`config.mk`:
```
export PLATFORM = sky130hd
export DESIGN_NAME = gpu_vram2cpu_fifo
export DESIGN_NICKNAME = d
export VERILOG_FILES = /design/src/rtl/gpu_pkg.sv /design/src/rtl/gpu_fifo_ram.sv /design/src/rtl/gpu_vram2cpu_fifo.sv
export SDC_FILE = /design/constraint.sdc
export NUM_CORES = 1
export LEC_CHECK = 0
export BUFFER_PORTS_ARGS = -buffer_cell sky130_fd_sc_hd__buf_2
export CAP_MARGIN = 10
export CORE_MARGIN = 2
export CORE_UTILIZATION = 30
export CTS_BUF_LIST = sky130_fd_sc_hd__clkbuf_4 sky130_fd_sc_hd__clkbuf_8
export DETAILED_ROUTE_END_ITERATION = 7
export GPL_TIMING_DRIVEN = 0
export PLACE_DENSITY = 0.44
export SLEW_MARGIN = 20
export SYNTH_ARGS = -nofsm -noshare
export SYNTH_HDL_FRONTEND = slang
export SYNTH_SLANG_ARGS = --single-unit
```
`constraint.sdc`:
```
create_clock -name i_clk -period 6.2 [get_ports i_clk]
set_clock_uncertainty 0.2 [all_clocks]
set_input_delay 1.24 -clock i_clk [delete_from_list [all_inputs] [get_ports i_clk]]
set_output_delay 1.24 -clock i_clk [all_outputs]
set_load 0.03 [all_outputs]
```
`src/rtl/gpu_pkg.sv`:
```
// Shared GPU definitions: read-back FIFO sizing and the pixel-pair word type.
package gpu_pkg;

  localparam int GPU_RDFIFO_DEPTH_LOG2 = 4;

  // Two 16-bit pixels per word; bits 15:0 carry the first pixel.
  typedef logic [31:0] pixel_pair_t;

endpackage

```
`src/rtl/gpu_fifo_ram.sv`:
```
// Storage array for the VRAM->CPU read-back FIFO: synchronous write, asynchronous read.
module gpu_fifo_ram
  import gpu_pkg::*;
#(
  parameter int DEPTH_LOG2 = GPU_RDFIFO_DEPTH_LOG2
) (
  input  logic                  clk,
  input  logic                  we,
  input  logic [DEPTH_LOG2-1:0] waddr,
  input  pixel_pair_t           wdata,
  input  logic [DEPTH_LOG2-1:0] raddr,
  output pixel_pair_t           rdata
);

  localparam int DEPTH = 1 << DEPTH_LOG2;

  // No reset on the array; entries only become visible once written.
  pixel_pair_t mem [DEPTH];

  always_ff @(posedge clk) begin
    if (we) begin
      mem[waddr] <= wdata;
    end
  end

  assign rdata = mem[raddr];

endmodule

```
`src/rtl/gpu_vram2cpu_fifo.sv`:
```
// VRAM->CPU read-back FIFO feeding the GPUREAD latch.
// Optional underflow-read counter port enabled by macro GPU_RDFIFO_UNDERFLOW_CNT_EN.
module gpu_vram2cpu_fifo
  import gpu_pkg::*;
#(
  parameter int DEPTH_LOG2 = GPU_RDFIFO_DEPTH_LOG2
) (
  input  logic                  i_clk,
  input  logic                  i_nrst,
  input  logic                  i_writeFIFO,
  input  logic [31:0]           i_pairPixel,
  output logic                  o_canPush,
  output logic                  o_empty,
  input  logic                  i_cpuRead,
  output logic [31:0]           o_gpuRead,
  input  logic                  i_flush,
`ifdef GPU_RDFIFO_UNDERFLOW_CNT_EN
  output logic [DEPTH_LOG2:0]   o_level,
  output logic [15:0]           o_underflowCnt
`else
  output logic [DEPTH_LOG2:0]   o_level
`endif
);

  localparam int DEPTH = 1 << DEPTH_LOG2;
  localparam logic [DEPTH_LOG2:0]   LEVEL_FULL     = (DEPTH_LOG2+1)'(DEPTH);
  localparam logic [DEPTH_LOG2:0]   LEVEL_PUSH_MAX = (DEPTH_LOG2+1)'(DEPTH - 2);
  localparam logic [DEPTH_LOG2:0]   LEVEL_ONE      = (DEPTH_LOG2+1)'(1);
  localparam logic [DEPTH_LOG2-1:0] PTR_ONE        = (DEPTH_LOG2)'(1);

  logic [DEPTH_LOG2-1:0] wr_ptr;
  logic [DEPTH_LOG2-1:0] rd_ptr;
  logic [DEPTH_LOG2:0]   level;
  pixel_pair_t           gpu_read;
  pixel_pair_t           head;
  logic                  push_ok;
  logic                  pop_ok;
  logic                  ram_we;

  // Acceptance is judged on the pre-edge level, so a pop cannot make room for a same-cycle push.
  assign push_ok = i_writeFIFO && (level != LEVEL_FULL);
  assign pop_ok  = i_cpuRead && (level != '0);
  assign ram_we  = push_ok && !i_flush;

  gpu_fifo_ram #(
    .DEPTH_LOG2(DEPTH_LOG2)
  ) u_ram (
    .clk  (i_clk),
    .we   (ram_we),
    .waddr(wr_ptr),
    .wdata(i_pairPixel),
    .raddr(rd_ptr),
    .rdata(head)
  );

  always_ff @(posedge i_clk or negedge i_nrst) begin
    if (!i_nrst) begin
      wr_ptr <= '0;
      rd_ptr <= '0;
      level  <= '0;
    end else if (i_flush) begin
      wr_ptr <= '0;
      rd_ptr <= '0;
      level  <= '0;
    end else begin
      if (push_ok) begin
        wr_ptr <= wr_ptr + PTR_ONE;
      end
      if (pop_ok) begin
        rd_ptr <= rd_ptr + PTR_ONE;
      end
      if (push_ok && !pop_ok) begin
        level <= level + LEVEL_ONE;
      end else if (pop_ok && !push_ok) begin
        level <= level - LEVEL_ONE;
      end
    end
  end

  // The latch survives a flush; it only changes on a real pop.
  always_ff @(posedge i_clk or negedge i_nrst) begin
    if (!i_nrst) begin
      gpu_read <= '0;
    end else if (pop_ok && !i_flush) begin
      gpu_read <= head;
    end
  end

`ifdef GPU_RDFIFO_UNDERFLOW_CNT_EN
  localparam logic [15:0] UNDERFLOW_MAX = 16'hFFFF;
  logic [15:0] underflow_cnt;

  always_ff @(posedge i_clk or negedge i_nrst) begin
    if (!i_nrst) begin
      underflow_cnt <= '0;
    end else if (i_cpuRead && (level == '0) && (underflow_cnt != UNDERFLOW_MAX)) begin
      underflow_cnt <= underflow_cnt + 16'd1;
    end
  end

  assign o_underflowCnt = underflow_cnt;
`endif

  assign o_empty   = (level == '0);
  assign o_canPush = (level <= LEVEL_PUSH_MAX);
  assign o_level   = level;
  assign o_gpuRead = gpu_read;

endmodule

```
==> metrics.cfg, run 1 <==
[run_status]
status = complete, no violations

[clock_tree]
post_cts_buffers = 0
clockBufferDepth = 3
clockRootBuffer = clkbuf_8
numCtsBuffers = 98
clk_latency_ns = 0.70
clock-sinks = 557
cts_tree = done
clk_pin_slew_ns = 0.06
cts_resized = 0
ctsHoldBuffers = 0
htreeDepth = 3

[layout]
drive_above_1_share_pct = 38.20
mostFrequentLayoutCells = edfxtp_1, mux4_2, clkbuf_8, buf_2, o22ai_1
fin_nets = 1210
nFillCells = 6627
flow.area_growth_from_synthesis_pct = 18.50
final_common_cell = edfxtp_1
finalInstanceArea_um2 = 25200

[routing]
wl_met1_um = 24710
drc = 0
drt_iter0_markers = 596
detail-route-antenna-nets = 0
highest_layer = met4
via_per_inst = 4.771
avgRoutedWirePerCell_um = 24.60
dr.pass1.iters = 4
dr_wl_met3_um = 2081
routed-wl-met2_um = 25870
wl_um = 53850
vias = 10443

[place]
place_area_um2 = 23070
gp_congestion = 0.6835
port_buffers = 75
dp_hpwl_um = 31300

[power]
p_leak_uw = 0.008042
power.total_uw = 9407
p_per_area_nw_per_um2 = 373.3
max-vdd-ir-drop_uv = 136.8

[setup_path]
cp_max_fo = 9
cp-start-kind = register
end_kind = output pin
rrSetupSlack_ns = 3.07
critPathBufInv = 2
critical-path-max-stage-delay_ns = 0.54
required_ns = 4.76
arrival_ns = 2.18
path_cells = or4_1 -> buf_4 -> nor2_1 -> buf_2
critPathKind = reg -> out
worst-r2r-cell-count = 9
critPathSlowestCell = or4_1
r2r-start = o_level[1]
r2r_end = o_level[4]
critPathTopFamily = simple AND/OR/NAND/NOR gates

[job]
cap_violations = 0

[timing]
relSlewSlack_pct = 28.08
fin_crit_sh_pct = 58.34
hold_viol = 0
clock.fmax_mhz = 276.5
tightest_slew_ns = 1.079
rsz0062_at_grt = no
finalSetupViolCount = 0
period_needed_ns = 3.617
maxSlewViolCount = 0

[logic_synthesis]
netlist_instances = 967
synth.yosys.seq_area_share_pct = 77.59
synth_edf_count = 512
syn_avg_cell_area_um2 = 21.99
netlist_area_um2 = 21270
syn-num-nets = 1014
ys_ff_latch = 557
synth_area_leader_cell = edfxtp_1
yosysUniqueCellTypes = 42
synth_ff_type = edfxtp_1
yosysTopAreaCellShare_pct = 72.30
yosys_warnings = 0
ys_top_cells_by_area = edfxtp_1, mux4_2, dfrtp_1
async_reset_ff_share_pct = 8.079

[hold_path]
hold_class = in -> async

[grt]
grt_overflow = 0
grt_usage_pct = 14.92
grt_pass1_wl_um = 78930
grt_max_degree = 33
antenna_found_initial = 3
grt_pass1_vias = 11357

[floorplan]
core.rowCount = 97
pin_count = 76
die_area_um2 = 73040
core-area_um2 = 70150
start_util_pct = 30.32
die_h_um = 270.3
die_w_um = 270.3

worst max-delay path by stage:
stage	startpoint	end	slack [ns]	cells after the start
6_report	o_level[1]	o_empty	2.58	4
4_1_cts	o_level[1]	o_empty	2.51	4
5_1_grt	o_level[1]	o_empty	2.44	4
3_3_place_gp	i_flush	u_ram.mem[3][19]	-3.82	3
2_1_floorplan	i_flush	u_ram.mem[3][0]	0.90	2
3_5_place_dp	i_flush	u_ram.mem[13][23]	2.41	6
through the flow:
stage | setup WS (ns) | util, % | setup TNS, ns | hold WS, ns | std cells
floorplan | 0.8969 | - | 0 | 0.3559 | 967
global placement | -3.820 | 32.53 | -252.65 | 0.3589 | 1982
detailed placement | 2.414 | 32.89 | 0 | 0.3605 | 2003
CTS | 2.509 | 35.91 | 0 | 0.1967 | 2186
global route | 2.436 | 35.92 | 0 | 0.2033 | 2189
finish | 2.583 | 35.92 | 0 | 0.2543 | 2189
synthesized netlist by cell type, types with 2 or more instances:
master	n
xor2_1	5
nand2_1	9
buf_1	2
nor3_1	5
nor2_1	11
mux2i_1	4
dfrtp_1	45
o21a_1	3
nand3_1	3
o22ai_1	64
and3_1	3
clkbuf_1	34
o21ai_4	2
inv_1	5
and2_1	9
mux2_2	32
a21oi_1	36
and4_1	3
buf_2	15
o211ai_1	3
nand4_1	2
a21o_1	2
buf_4	4
mux4_2	128
ha_1	9
edfxtp_1	512
o2111ai_1	2
power by group:
group          internal, uW  total (uW)  leakage, uW  switching [uW]
Clock                  2090        3620      0.00112            1520
Combinational           456        1380      0.00179             920
Sequential             4280        4410      0.00514             134
Total                  6830        9410      0.00804            2580
cell type report:
cell class / instances / area (um2) / area share (%)
Inverter: 5 / 18.77 / 0.07448
Clock inverter: 23 / 231.5 / 0.9185
Sequential cell: 557 / 16500 / 65.48
Buffer: 56 / 247.7 / 0.9831
Timing Repair Buffer: 96 / 575.6 / 2.284
Clock buffer: 160 / 1889 / 7.497
Antenna cell: 3 / 7.507 / 0.02979
Tap cell: 940 / 1176 / 4.667
Multi-Input combinational cell: 349 / 4553 / 18.07
layer usage:
layer	track usage (%)	vias to the layer above
li1	-	4495
met5	0	-
met4	4.216	0
met2	24.18	204
met3	3.227	96
met1	20.29	5648
cell families after synthesis:
logic type	count (synthesis)	synth area share, %
AO/OA/AOI/OAI	116	3.430
XOR/XNOR	7	0.3236
adder cells (fa/ha/maj)	10	0.6237
buffers and inverters	61	1.253
flip-flops	557	77.59
multiplexers	165	15.51
AND/OR/NAND/NOR	51	1.271
flip-flops by register name (all words and copies together) (netlist names):
register	flops
o_gpuRead	32
o_level	5
rd_ptr	4
u_ram.mem	512
wr_ptr	4
No activity file was read; power rests on OpenSTA's default activity.
==> run 2, diff against run 1 <==
- PLACE_DENSITY: 0.44 -> 0.45
- clock period: 6.2 -> 3.3 ns (I/O delays scaled with it)
==> run 2 against run 1 <==
Sequential share of layout area rose by 0.12 points. First-iteration DRC count rose by 20%. Wire length fell by 2.7%. Global-route usage fell by 0.31 points. Count of clock-buffer cells in the layout fell by 4. Worst setup slack got worse by 2.4 ns. Critical path type is now reg -> reg. Critical endpoint is now o_level[4].
==> metrics.cfg, run 2 (synthesis results as in run 1) <==
[setup_path]
rrSetupSlack_ns = 0.23  ; was 3.07 ns
arrival_ns = 3.49  ; was 2.18 ns
required_ns = 3.72  ; was 4.76 ns
cp_max_fo = 9  ; unchanged
critPathKind = reg -> reg  ; was reg -> out
end_kind = register  ; was output pin
critical-path-max-stage-delay_ns = 0.53  ; was 0.54 ns
path_cells = or4_1 -> buf_4 -> o21ai_4 -> nand2_1 -> fa_1 -> a21o_1 -> a21oi_1 -> o2111ai_1 -> nand4_1  ; was or4_1 -> buf_4 -> nor2_1 -> buf_2
critPathSlowestCell = or4_1  ; unchanged
cp-start-kind = register  ; unchanged

[grt]
grt_overflow = 0  ; unchanged
grt_pass1_wl_um = 77360  ; was 78930 um
antenna_found_initial = 1  ; was 3
grt_pass1_vias = 11152  ; was 11357
grt_max_degree = 33  ; unchanged
grt_usage_pct = 14.61  ; was 14.92%

[layout]
flow.area_growth_from_synthesis_pct = 18.28  ; was 18.50%
mostFrequentLayoutCells = edfxtp_1, mux4_2, clkbuf_8, buf_2, o22ai_1  ; unchanged
drive_above_1_share_pct = 37.20  ; was 38.20%
largest_register = u_ram.mem  ; unchanged
antenna_cells = 0  ; was 3
fin_nets = 1204  ; was 1210
largest_register_ffs = 512  ; unchanged
nFillCells = 6596  ; was 6627
final_common_cell = edfxtp_1  ; unchanged

[routing]
vias = 10279  ; was 10443
avgRoutedWirePerCell_um = 24.11  ; was 24.60 um
drc = 0  ; unchanged
wl_um = 52420  ; was 53850 um
drt_iter0_markers = 718  ; was 596
detail-route-antenna-nets = 0  ; unchanged
via_per_inst = 4.728  ; was 4.771
dr.pass1.iters = 5  ; was 4

[floorplan]
core-area_um2 = 70150  ; unchanged
start_util_pct = 30.32  ; unchanged
core.rowCount = 97  ; unchanged
die_h_um = 270.3  ; unchanged
die_w_um = 270.3  ; unchanged
pin_count = 76  ; unchanged
die_area_um2 = 73040  ; unchanged

[clock_tree]
cts_tree = done  ; unchanged
post_cts_buffers = 0  ; unchanged
htreeDepth = 3  ; unchanged
clock-sinks = 557  ; unchanged
numCtsBuffers = 95  ; was 98
clockRootBuffer = clkbuf_8  ; unchanged
clk_latency_ns = 0.68  ; was 0.70 ns
clockBufferDepth = 3  ; unchanged
clk_pin_slew_ns = 0.06  ; about the same

[place]
gp_congestion = 0.7140  ; was 0.6835
dp_hpwl_um = 32020  ; was 31300 um
port_buffers = 75  ; unchanged

[timing]
hold_viol = 0  ; unchanged
tightest_slew_ns = 1.020  ; was 1.079 ns
fin_crit_sh_pct = 93.00
setup_tns_ns = 0  ; unchanged
finalSetupViolCount = 0  ; unchanged
clock.fmax_mhz = 325.9
period_needed_ns = 3.069
hold_slack_ns = 0.1507  ; was 0.2543 ns
rsz0062_at_grt = no  ; unchanged
relSlewSlack_pct = 32.00  ; was 28.08%
maxSlewViolCount = 0  ; unchanged

[hold_path]
hold_class = in -> reg  ; was in -> async

[power]
p_per_area_nw_per_um2 = 685.5  ; was 373.3 nW/um2
max-vdd-ir-drop_uv = 256.0  ; was 136.8 uV
p_leak_uw = 0.007976  ; was 0.008042 uW

[job]
cap_violations = 0  ; unchanged

[run_status]
status = complete, no violations  ; unchanged

-- run 2: cell types whose count changed in the layout (fill, tap and decap cells not counted), moves of 4 or more --
cell	change
buf_8	+5
buf_12	+5
buf_2	-5
clkinv_1	+4
buf_4	-9
-- run 2: layout make-up --
cell class / instances / area, um2 / area share (%)
flip-flops and latches: 557 / 16500 / 65.60
well taps: 940 / 1176 / 4.676
clock buffers: 156 / 1853 / 7.367
repair buffers: 93 / 651.9 / 2.592
inverters: 5 / 18.77 / 0.07461
multi-input cells: 349 / 4569 / 18.17
plain buffers: 56 / 247.7 / 0.9849
clock inverters: 18 / 136.4 / 0.5422
-- run 2: what timing repair did --
item / CTS / global route
hold endpoints to repair: 45 / 0
gates resized for setup: 0 / 0
setup endpoints to repair: 0 / 0
hold buffers: 1 / 0
-- run 2: path summary, 6_finish.rpt --
path                           startpoint               to  depth (start not counted)
min                        i_pairPixel[8]  u_ram.mem[0][8]                          1
min in group asynchronous          i_nrst     o_gpuRead[1]                          2
min reg2reg                 o_gpuRead[16]    o_gpuRead[16]                          2
max                            o_level[1]       o_level[4]                          9
max in group asynchronous          i_nrst    o_gpuRead[17]                          3
max reg2reg                    o_level[1]       o_level[4]                          9
-- run 2: metrics by stage --
step	setup slack, ns	instances	area, um2	total power, uW	utilization [%]
after floorplan	-0.05156	967	21290	10020	-
after global placement	-1.951	1982	22850	11020	32.57
after detailed placement	0.02939	1999	23150	11070	33.01
after CTS	0.2051	2174	25150	17510	35.86
after global routing	0.08134	2174	25150	18010	35.86
final	0.2311	2174	25150	17240	35.86
-- run 2: worst max-delay path, delay by kind of cell, from the launching register on --
| family | cells | cell delay (ns) |
|---|---|---|
| simple gates | 3 | 0.88 |
| compound gates | 4 | 0.81 |
| fa+ha+maj | 1 | 0.46 |
| flops | 1 | 0.45 |
| buf+inv | 1 | 0.20 |
-- run 2: layer usage --
metal  track usage, %  vias up  share of wire, %
met5                0        -             0.023
li1                 -     4480                 -
met3            3.112       80               3.6
met4            4.085        2               1.8
met1            19.33     5524                45
met2            24.35      193                49
-- run 2: power by group --
part           internal, uW  switching [uW]  leakage, uW
combinational           864            1710      0.00178
sequential             8040             255      0.00514
clock                  3680            2690      0.00106
total                 12600            4660      0.00798
